===== config.mk =====
export PLATFORM = sky130hd
export DESIGN_NAME = lsu_port
export DESIGN_NICKNAME = d
export VERILOG_FILES = /design/src/rtl/lsu_port.sv
export SDC_FILE = /design/constraint.sdc
export NUM_CORES = 1
export LEC_CHECK = 0
export ABC_AREA = 1
export CAP_MARGIN = 20
export CELL_PAD_IN_SITES_DETAIL_PLACEMENT = 1
export CELL_PAD_IN_SITES_GLOBAL_PLACEMENT = 2
export CORE_MARGIN = 2
export CORE_UTILIZATION = 29
export DETAILED_ROUTE_END_ITERATION = 7
export PLACE_DENSITY = 0.84
export SLEW_MARGIN = 20
export SYNTH_ARGS = -nofsm -noshare
export SYNTH_HDL_FRONTEND = slang
export SYNTH_SLANG_ARGS = --single-unit

===== constraint.sdc =====
create_clock -name clk -period 2.6 [get_ports clk]
set_clock_uncertainty 0.05 [all_clocks]
set_input_delay 0.26 -clock clk [delete_from_list [all_inputs] [get_ports clk]]
set_output_delay 0.26 -clock clk [all_outputs]
set_load 0.1 [all_outputs]

===== src/rtl/lsu_port.sv =====
// Load/store port between a core and a 32-bit word memory: aligned sub-word loads
// with sign/zero extension, read-modify-write sub-word stores, and a read-stall timeout.
module lsu_port #(
  parameter int ADDR_W  = 13,
  parameter int TIMEOUT = 8
) (
  input  logic              clk,
  input  logic              rst_n,
  input  logic              req,
  input  logic              we,
  input  logic [1:0]        size,
  input  logic              uns,
  input  logic [ADDR_W-1:0] addr,
  input  logic [31:0]       wdata,
  output logic              busy,
  output logic              done,
  output logic              err,
  output logic [31:0]       rdata,
  output logic              mem_rd_en,
  output logic [ADDR_W-1:0] mem_addr,
  input  logic [31:0]       mem_rd_data,
  input  logic              mem_rd_valid,
  output logic              mem_wr_en,
  output logic [31:0]       mem_wr_data
);

  typedef enum logic [2:0] {IDLE, READ, WAIT, WRITE, DONE} state_e;

  localparam logic [3:0] TMO_LAST = 4'(TIMEOUT - 1);

  state_e            state_q;
  logic [3:0]        cnt_q;
  logic              busy_q, done_q, err_q;
  logic [31:0]       rdata_q;
  logic              rd_en_q, wr_en_q;
  logic [ADDR_W-1:0] maddr_q;
  logic [31:0]       wr_data_q;

  logic              we_q, uns_q;
  logic [1:0]        size_q, off_q;
  logic [ADDR_W-1:0] base_q;
  logic [31:0]       wdata_q;

  logic [31:0]       load_d, merge_d;
  logic [ADDR_W-1:0] base_d;

  function automatic logic is_bad(input logic [1:0] sz, input logic [1:0] off);
    return (sz == 2'd3) || (sz == 2'd1 && off[0]) || (sz == 2'd2 && off != 2'd0);
  endfunction

  function automatic logic [31:0] load_ext(input logic [31:0] w, input logic [1:0] sz,
                                           input logic [1:0] off, input logic u);
    logic signed [7:0]  b;
    logic signed [15:0] h;
    logic [31:0]        r;
    b = w[{off, 3'b000} +: 8];
    h = off[1] ? w[31:16] : w[15:0];
    case (sz)
      2'd0:    r = u ? {24'd0, b} : 32'(b);
      2'd1:    r = u ? {16'd0, h} : 32'(h);
      default: r = w;
    endcase
    return r;
  endfunction

  function automatic logic [31:0] merge(input logic [31:0] w, input logic [31:0] d,
                                        input logic [1:0] sz, input logic [1:0] off);
    logic [31:0] r;
    r = w;
    case (sz)
      2'd0:    r[{off, 3'b000} +: 8]     = d[7:0];
      2'd1:    r[{off[1], 4'b0000} +: 16] = d[15:0];
      default: r = d;
    endcase
    return r;
  endfunction

  assign base_d  = {addr[ADDR_W-1:2], 2'b00};
  assign load_d  = load_ext(mem_rd_data, size_q, off_q, uns_q);
  assign merge_d = merge(mem_rd_data, wdata_q, size_q, off_q);

  // Request capture: plain data registers, loaded only when a request is accepted
  always_ff @(posedge clk) begin
    if (state_q == IDLE && req) begin
      we_q    <= we;
      uns_q   <= uns;
      size_q  <= size;
      off_q   <= addr[1:0];
      base_q  <= base_d;
      wdata_q <= wdata;
    end
  end

  // Control FSM; every output is registered and derived from the transition taken
  always_ff @(posedge clk or negedge rst_n) begin
    if (!rst_n) begin
      state_q   <= IDLE;
      cnt_q     <= '0;
      busy_q    <= 1'b0;
      done_q    <= 1'b0;
      err_q     <= 1'b0;
      rdata_q   <= '0;
      rd_en_q   <= 1'b0;
      wr_en_q   <= 1'b0;
      maddr_q   <= '0;
      wr_data_q <= '0;
    end else begin
      done_q    <= 1'b0;
      rd_en_q   <= 1'b0;
      wr_en_q   <= 1'b0;
      maddr_q   <= '0;
      wr_data_q <= '0;
      case (state_q)
        IDLE: begin
          if (req) begin
            busy_q <= 1'b1;
            if (is_bad(size, addr[1:0])) begin
              state_q <= DONE;
              done_q  <= 1'b1;
              err_q   <= 1'b1;
            end else if (we && size == 2'd2) begin
              state_q   <= WRITE;
              wr_en_q   <= 1'b1;
              maddr_q   <= base_d;
              wr_data_q <= wdata;
            end else begin
              state_q <= READ;
              rd_en_q <= 1'b1;
              maddr_q <= base_d;
            end
          end
        end
        READ: begin
          state_q <= WAIT;
          cnt_q   <= '0;
        end
        WAIT: begin
          if (mem_rd_valid) begin
            if (we_q) begin
              state_q   <= WRITE;
              wr_en_q   <= 1'b1;
              maddr_q   <= base_q;
              wr_data_q <= merge_d;
            end else begin
              state_q <= DONE;
              done_q  <= 1'b1;
              err_q   <= 1'b0;
              rdata_q <= load_d;
            end
          end else if (cnt_q == TMO_LAST) begin
            // Memory never answered: finish with an error and leave memory untouched
            state_q <= DONE;
            done_q  <= 1'b1;
            err_q   <= 1'b1;
          end else begin
            cnt_q <= cnt_q + 4'd1;
          end
        end
        WRITE: begin
          state_q <= DONE;
          done_q  <= 1'b1;
          err_q   <= 1'b0;
        end
        DONE: begin
          state_q <= IDLE;
          busy_q  <= 1'b0;
        end
        default: begin
          state_q <= IDLE;
          busy_q  <= 1'b0;
        end
      endcase
    end
  end

  assign busy        = busy_q;
  assign done        = done_q;
  assign err         = err_q;
  assign rdata       = rdata_q;
  assign mem_rd_en   = rd_en_q;
  assign mem_wr_en   = wr_en_q;
  assign mem_addr    = maddr_q;
  assign mem_wr_data = wr_data_q;

endmodule


Word-level counts from Yosys, hierarchy flattened
Index checks and enable logic that the tools add are counted.
{"block": "totals", "elab_cells": 109, "regBits": 138}
{"block": "op_classes", "n_bitwise": 2, "n_eq_ne": 14, "n_mux": 52, "n_shift": 5, "n_reduce_logical": 17, "n_addsub": 3}
{"op": "32-bit 2-to-1 mux", "count": 7}
{"op": "32-bit case mux with 2 select lines", "count": 3}
{"op": "32-bit bitwise mux", "count": 2}
{"op": "13-bit 2-to-1 mux", "count": 4}
{"op": "16-bit by 7-bit variable shift with 32-bit output, first input constant", "count": 1}
{"op": "8-bit by 7-bit variable shift with 32-bit output, first input constant", "count": 1}
{"op": "16-bit by 7-bit indexed part select with 32-bit output", "count": 1}
{"op": "32-bit by 6-bit indexed part select with 8-bit output", "count": 1}
{"op": "8-bit by 7-bit indexed part select with 32-bit output", "count": 1}
{"op": "13-bit case mux with 2 select lines", "count": 1}
{"op": "1-bit 2-to-1 mux", "count": 20}
{"op": "16-bit 2-to-1 mux", "count": 1}
{"op": "3-bit 2-to-1 mux", "count": 5}
{"op": "5-bit negation with 7-bit output", "count": 2}
{"op": "3-bit case mux with 4 select lines", "count": 1}
{"op": "4-bit 2-to-1 mux", "count": 2}
{"op": "4-bit case mux with 2 select lines", "count": 1}
{"op": "3-bit by 2-bit equality test with 1-bit output, second input constant", "count": 2}
{"op": "2-bit != test, second input constant", "count": 3}
{"op": "3-bit != test, second input constant", "count": 2}
{"op": "1-bit case mux with 3 select lines", "count": 2}
{"op": "3-bit AND reduction", "count": 2}
{"op": "5-bit AND reduction", "count": 1}
{"op": "4-bit by 1-bit adder with 4-bit output, second input constant", "count": 1}
{"op": "16 further kinds", "count": 26}

Depth between registers and ports, before layout
Gate-level depths: netlist of run 1.
{"block": "logic_depth", "ltp_word": 7, "ltp_mapped": 12}

Worst setup path before layout of run 1
Ideal clock, no wire load.
{"block": "synth_timing", "path_kind": "register -> register", "start": "reg state_q[0]", "end": "reg base_q[10] (enable)", "setup_time_ns": 0.387, "setup_slack_ns": 0.600, "arrival_time_ns": 1.563, "n_path_buf": 1, "synth_period_minus_slack_ns": 2.000, "required_ns": 2.163, "stages_incl_launch_ff": 5, "cell_sequence": "dfrtp_1 > inv_1 > nand3_1 > nor2_1 > buf_2"}
{"block": "synth_between", "elab_chain_len": 2}
{"element": "start, declared", "line_no": "31", "text": "state_e state_q;"}
{"element": "start signal, assigned", "line_no": "97", "text": "state_q <= IDLE;"}
{"element": "start signal, assigned", "line_no": "118", "text": "state_q <= DONE;"}
{"element": "start signal, assigned", "line_no": "122", "text": "state_q <= WRITE;"}
{"element": "3-bit zero test", "line_no": "84", "text": "if (state_q == IDLE && req) begin"}
{"element": "1-bit logical AND", "line_no": "84"}
{"element": "end signal, assigned", "line_no": "89", "text": "base_q <= base_d;"}
{"element": "end, declared", "line_no": "41", "text": "logic [ADDR_W-1:0] base_q;"}
Every way passes these cells.
A chain may end at the register's enable or synchronous reset.

Worst setup path after layout of run 1
{"block": "layout_timing", "start": "reg off_q[1]", "end": "reg wr_data_q[22], in the netlist mem_wr_data[22]"}
{"block": "layout_between", "elab_chain_len": 7}
{"element": "start, declared", "line_no": "40", "text": "logic [1:0] size_q, off_q;"}
{"element": "start signal, assigned", "line_no": "88", "text": "off_q <= addr[1:0];"}
{"element": "5-bit negation with 7-bit output (on tied branches)", "line_no": "72, 71"}
{"element": "16-bit by 7-bit indexed part select with 32-bit output (tied with other cells)", "line_no": "72", "text": "2'd1: r[{off[1], 4'b0000} +: 16] = d[15:0];"}
{"element": "32-bit bitwise mux (on tied branches)", "line_no": "72, 71"}
{"element": "32-bit case mux with 2 select lines (*)", "line_no": "70", "text": "case (sz)"}
{"element": "32-bit 2-to-1 mux (*)", "line_no": "139", "text": "if (we_q) begin"}
{"element": "32-bit 2-to-1 mux (*)", "line_no": "138", "text": "if (mem_rd_valid) begin"}
{"element": "32-bit case mux with 2 select lines (*)", "line_no": "113", "text": "case (state_q)"}
{"element": "end signal, assigned", "line_no": "125", "text": "wr_data_q <= wdata;"}
{"element": "end signal, assigned", "line_no": "143", "text": "wr_data_q <= merge_d;"}
{"element": "end, declared", "line_no": "37", "text": "logic [31:0] wr_data_q;"}
Mark *: on every way between the ends. The rest lies on a longest branch, timed or not.

==> impl_metrics.ini, run 1 <==
[run_status]
status = finished clean

[drt]
routed.top_layer = met4
drt-total-wl_um = 26000
route.detailed.drc = 0
vias_per_cell = 4.77
drt-met1-wl_um = 11800
wl_per_cell_um = 18.6
vias = 6672
antenna_left = 0
dr.pass1.iters = 4
dr_wl_met3_um = 1450
wl_met2_um = 12400
dr.first_iter.drc_count = 476

[layout]
fin_cells = 1398
mostFrequentLayoutCell = nand2_1
diodes = 0
register_area_um2 = 3650
area_growth_pct = 33.3
drive_gt1_share_pct = 15.5
multi_input_area_um2 = 3040
fill_cells = 2943
finalNetCount = 1152
most-common-layout-cells = 364 x nand2_1, 99 x buf_4, 87 x dfrtp_1
fin_area_um2 = 9490

[placed_design]
detailed_place.area_um2 = 8920
dp_hpwl_um = 19100
portBuffers = 164
place.gp.congestion = 0.837
dp.cells = 1365

[synth]
syn_avg_cell_area_um2 = 7.92
ys_seq_elements = 136
netlist_area_um2 = 7120
syn_inst = 899
seq_area_frac_synth_pct = 51.2
synthFlopType = dfrtp_1
yosys_warnings = 0
synth_edf_count = 49
ys_async_sr_fraction_pct = 64.0
synthDistinctLibCells = 32

[worst_setup_path]
worstPathCellList = buf_4 > ha_1 > clkinv_1 > nor2_1 > nand3_1 > nand2_1 > nand2_1 > nand2_1 > nand2_1 > nand2_1
rrSetupSlack_ns = 0.45
end_kind = flip-flop
worstSetupStartpoint = off_q[1]
timing.rr.start = off_q[1]
critPathMaxFanout = 44
max_stage_delay_ns = 0.43
crit_required_ns = 2.91
arrival_ns = 2.46
critPathBufInv = 2
crit_slowest_cell = nor2_1
crit_type = flip-flop to flip-flop
crit_top_cell = nand2_1
crit_family = simple AND/OR/NAND/NOR gates
start_kind = flip-flop

[sta]
period_minus_slack_ns = 2.15
max_slew_margin_pct = 58.3
tightest_slew_ns = 0.626
setup_viol = 0
holdWs_ns = 0.340
fmaxAchievable_mhz = 466
finalCritPeriodShare_pct = 82.6
tns_ns = 0
slew_viol_final = 0
rsz0062_at_grt = no
hold_viol_final = 0

[clock_tree]
cts_inserted_buffers = 17
cts_tree = yes
root_buffer = clkbuf_16
cts_buffer_depth = 2
clk_latency_ns = 0.43
htree_num_levels = 4
clkTransAtPathRegs_ns = 0.06
cts.sinks = 136
cts_setup_buffers = 0
ctsResizeCount = 0

[die]
io_pins = 167
die_x_um = 161
num_rows = 57
start_util_pct = 29.4
die_y_um = 161
coreArea_um2 = 24200
die_area_um2 = 25800

[global_route]
grt_first_pass_wirelength_um = 40400
grt_pass1_vias = 6933
antenna_found_initial = 0
overflow = 0
grt_max_degree = 48
track_usage_pct = 20.5

[power]
peakVddDrop_mv = 0.706
p_per_area_nw_per_um2 = 1150
power_leakage_uw = 0.00457
total_power_uw = 11000

[job]
maxCapViolCount = 0

[hold_path]
hp-class = input port to asynchronous set/reset pin
[power by group]
part	internal, uW	switching (uW)
sequential	2860	309
clock	1330	1050
combinational	1200	4200
[synthesized netlist by cell type (3+ instances only)]
| master | number | area [um^2] |
|---|---|---|
| nand2_1 | 364 | 1370 |
| dfrtp_1 | 87 | 2180 |
| o21ai_0 | 58 | 290 |
| nand3_1 | 55 | 275 |
| inv_1 | 53 | 199 |
| a21oi_1 | 49 | 245 |
| edfxtp_1 | 49 | 1470 |
| nor2_1 | 44 | 165 |
| buf_2 | 23 | 115 |
| nand4_1 | 19 | 119 |
| a21boi_0 | 16 | 120 |
| clkbuf_1 | 13 | 48.8 |
| a21oi_2 | 10 | 87.6 |
| a22oi_1 | 8 | 60.1 |
| or2_2 | 7 | 43.8 |
| ha_1 | 6 | 75.1 |
| o21ai_1 | 6 | 30.0 |
| inv_2 | 5 | 18.8 |
| buf_4 | 4 | 30.0 |
| nor2_4 | 4 | 45.0 |
| clkinv_1 | 3 | 11.3 |
| nor3_1 | 3 | 15.0 |
[layer usage]
metal	global-route usage, %	vias up
met5	0	-
met4	5.11	0
met3	4.86	25
met2	33.6	174
met1	27.4	3227
li1	-	3246
[worst reg2reg max path, stage by stage, from the launching register on]
cell      delay [ns]
edfxtp_1        0.36
buf_4           0.39
ha_1            0.25
clkinv_1        0.07
nor2_1          0.43
nand3_1         0.18
nand2_1         0.09
nand2_1         0.05
nand2_1         0.07
nand2_1         0.05
nand2_1         0.09
[timing repair]
item,CTS,global route
endpoints found under the hold margin,40,0
hold buffers,1,0
setup endpoints to repair,0,0
[sequential cells by signal, indices dropped and copies added, names as in the netlist]
name / flops
wdata_q: 32
we_q: 1
mem_wr_en: 1
cnt_q: 4
done: 1
uns_q: 1
size_q: 2
off_q: 2
base_q: 11
mem_addr: 11
state_q: 3
rdata: 32
mem_rd_en: 1
mem_wr_data: 32
busy: 1
err: 1
[path summary, 6_finish.rpt]
path | end | cells past startpoint
min in group clk | mem_wr_data[20] | 3
max in group asynchronous | mem_wr_data[9] | 3
hold reg to reg | mem_addr[11] | 2
setup reg to reg | mem_wr_data[22] | 10
hold / removal | rdata[19] | 2
setup / recovery | mem_wr_data[22] | 10
[layout make-up]
| class | count | share of cell area [%] |
|---|---|---|
| well taps | 324 | 4.27 |
| repair buffers | 184 | 16.9 |
| clock inverters | 15 | 1.48 |
| clock buffers | 17 | 4.48 |
| inverters | 61 | 2.41 |
| multi-input cells | 661 | 32.0 |
| flip-flops and latches | 136 | 38.4 |
[logic make-up (layout without fill, tap and decap cells)]
kind of cell,after synthesis,in the layout,synth area share [%]
flops,136,136,51.2
fa+ha+maj,6,6,1.05
simple gates,505,505,29.6
buf+inv,103,277,6.25
compound gates,148,148,11.8
other cells,1,2,0.0526
[per-stage QoR]
| stage | util [%] | worst slack, ns |
|---|---|---|
| 4_1_cts | 39.1 | 0.438 |
| 5_1_grt | 39.1 | 0.205 |
| 3_5_place_dp | 36.8 | 0.346 |
| 2_1_floorplan | - | 0.600 |
| 6_report | 39.1 | 0.452 |
| 3_3_place_gp | 36.8 | 0.429 |
Note: power is estimated with default switching activity, not from simulation.
==> inputs of run 2 (changes only) <==
- clock period: 2.6 -> 2.11 ns (I/O delays scaled with it)
==> run 2 against run 1 <==
Net effect: worst hold slack got worse by 0.19 ns; sequential cell count unchanged; power is 25% higher; global-route usage down 0.085 points; first-iteration DRC count is 21% lower; worst setup slack got worse by 0.26 ns; fmax grew 12%; sequential share of layout area shrank 0.72 points; via count up 0.75%; largest cell class unchanged.
==> impl_metrics.ini, run 2 (synthesis gave the netlist of run 1 again) <==
[power]
switching_power_uw = 6870
p_per_area_nw_per_um2 = 1410
sequentialPowerShare_pct = 28.7
total_power_uw = 13700
peakVddDrop_mv = 1.02
pwr-share-comb_pct = 49.6
clkPwrFrac_pct = 21.7
power.internal_uw = 6810
p_sw_share_pct = 50.2
power_leakage_uw = 0.00466

[worst_setup_path]
arrival_ns = 2.23
rrSetupSlack_ns = 0.19
worstPathCellList = inv_2 > buf_12 > ha_1 > inv_1 > nand3_1 > o21ai_0 > nand2_1 > nand2_1 > nand2_1 > nand2_1
end_kind = flip-flop
crit_slowest_cell = edfxtp_1
timing.rr.start = off_q[1]
crit_family = simple AND/OR/NAND/NOR gates
max_stage_delay_ns = 0.39
critPathBufInv = 3
crit_top_cell = nand2_1
crit_required_ns = 2.42
critPathMaxFanout = 42
worstSetupStartpoint = off_q[1]
start_kind = flip-flop
crit_type = flip-flop to flip-flop

[sta]
tns_ns = 0
setup_viol = 0
period_minus_slack_ns = 1.92
slew_viol_final = 0
rsz0062_at_grt = no
finalCritPeriodShare_pct = 90.9
hold_viol_final = 0
fmaxAchievable_mhz = 522

[hold_path]
hp-class = input port to asynchronous set/reset pin

[die]
io_pins = 167
start_util_pct = 29.4
die_x_um = 161
num_rows = 57
die_area_um2 = 25800
coreArea_um2 = 24200
die_y_um = 161

[layout]
fin_cells = 1412
fin_area_um2 = 9670
finalNetCount = 1166
most-common-layout-cells = 363 x nand2_1, 108 x buf_4, 87 x dfrtp_1
fill_cells = 2946
mostFrequentLayoutCell = nand2_1
diodes = 0
area_growth_pct = 35.8
drive_gt1_share_pct = 16.7

[global_route]
grt_pass1_vias = 6927
antenna_found_initial = 0
track_usage_pct = 20.4
grt_max_degree = 45
overflow = 0
grt_first_pass_wirelength_um = 40600

[clock_tree]
htree_num_levels = 4
cts_inserted_buffers = 17
cts_tree = yes
cts.sinks = 136
root_buffer = clkbuf_16
clk_latency_ns = 0.43
cts_buffer_depth = 2
clkTransAtPathRegs_ns = 0.07

[placed_design]
portBuffers = 164
dp_hpwl_um = 19200
dp.cells = 1379
place.gp.congestion = 0.849
detailed_place.area_um2 = 9070

[drt]
vias = 6722
dr.pass1.iters = 4
route.detailed.drc = 0
drt-total-wl_um = 25800
dr.first_iter.drc_count = 377
wl_per_cell_um = 18.3
vias_per_cell = 4.76
antenna_left = 0

[run_status]
status = finished clean

[job]
maxCapViolCount = 0
[run 2: per-layer routing]
metal / GRT usage, % / wire length (um)
met5: 0 / 0
met4: 4.22 / 258
met3: 4.62 / 1440
met2: 33.3 / 12300
met1: 27.9 / 11800
[run 2: layout make-up]
class | instances | area [um^2] | area share [%]
tap | 324 | 405 | 4.19
sequential | 136 | 3650 | 37.7
inverter | 61 | 229 | 2.37
clock inverter | 13 | 133 | 1.37
timing repair buffer | 198 | 1760 | 18.2
multi-input combinational | 661 | 3050 | 31.6
clock buffer | 19 | 443 | 4.58
[run 2: power groups by stage]
stage | logic, uW | clock network (uW) | registers (uW)
2_1_floorplan | 2070 | 0 | 6740
3_3_place_gp | 6720 | 0 | 3960
3_5_place_dp | 6780 | 0 | 3970
4_1_cts | 6820 | 3050 | 3930
5_1_grt | 7240 | 3140 | 4010
6_report | 6780 | 2970 | 3920
[run 2: timing repair]
action / 4_1_cts / 5_1_grt
gates resized for setup: 1 / 4
setup endpoints to repair: 2 / 13
hold endpoints to repair: 59 / 0
buffers inserted: 0 / 0
hold buffers: 1 / 0
gates cloned: 0 / 0
[run 2: worst paths after layout]
check / cells after the start / to
worst max-delay path: 10 / mem_wr_data[9]
worst min-delay path: 2 / rdata[4]
worst max register to register: 10 / mem_wr_data[9]
worst min register to register: 2 / mem_addr[3]
max in group asynchronous: 3 / mem_wr_data[8]
min in group clk: 3 / mem_wr_data[29]
[run 2: per-stage QoR]
step	hold WS, ns	utilization [%]	worst slack (ns)
finish	0.147	39.9	0.193
global route	0.165	39.9	0.0297
CTS	0.139	39.8	0.00444
detailed placement	0.0547	37.4	-0.0434
global placement	0.0553	37.4	0.0117
floorplan	-0.135	-	0.110
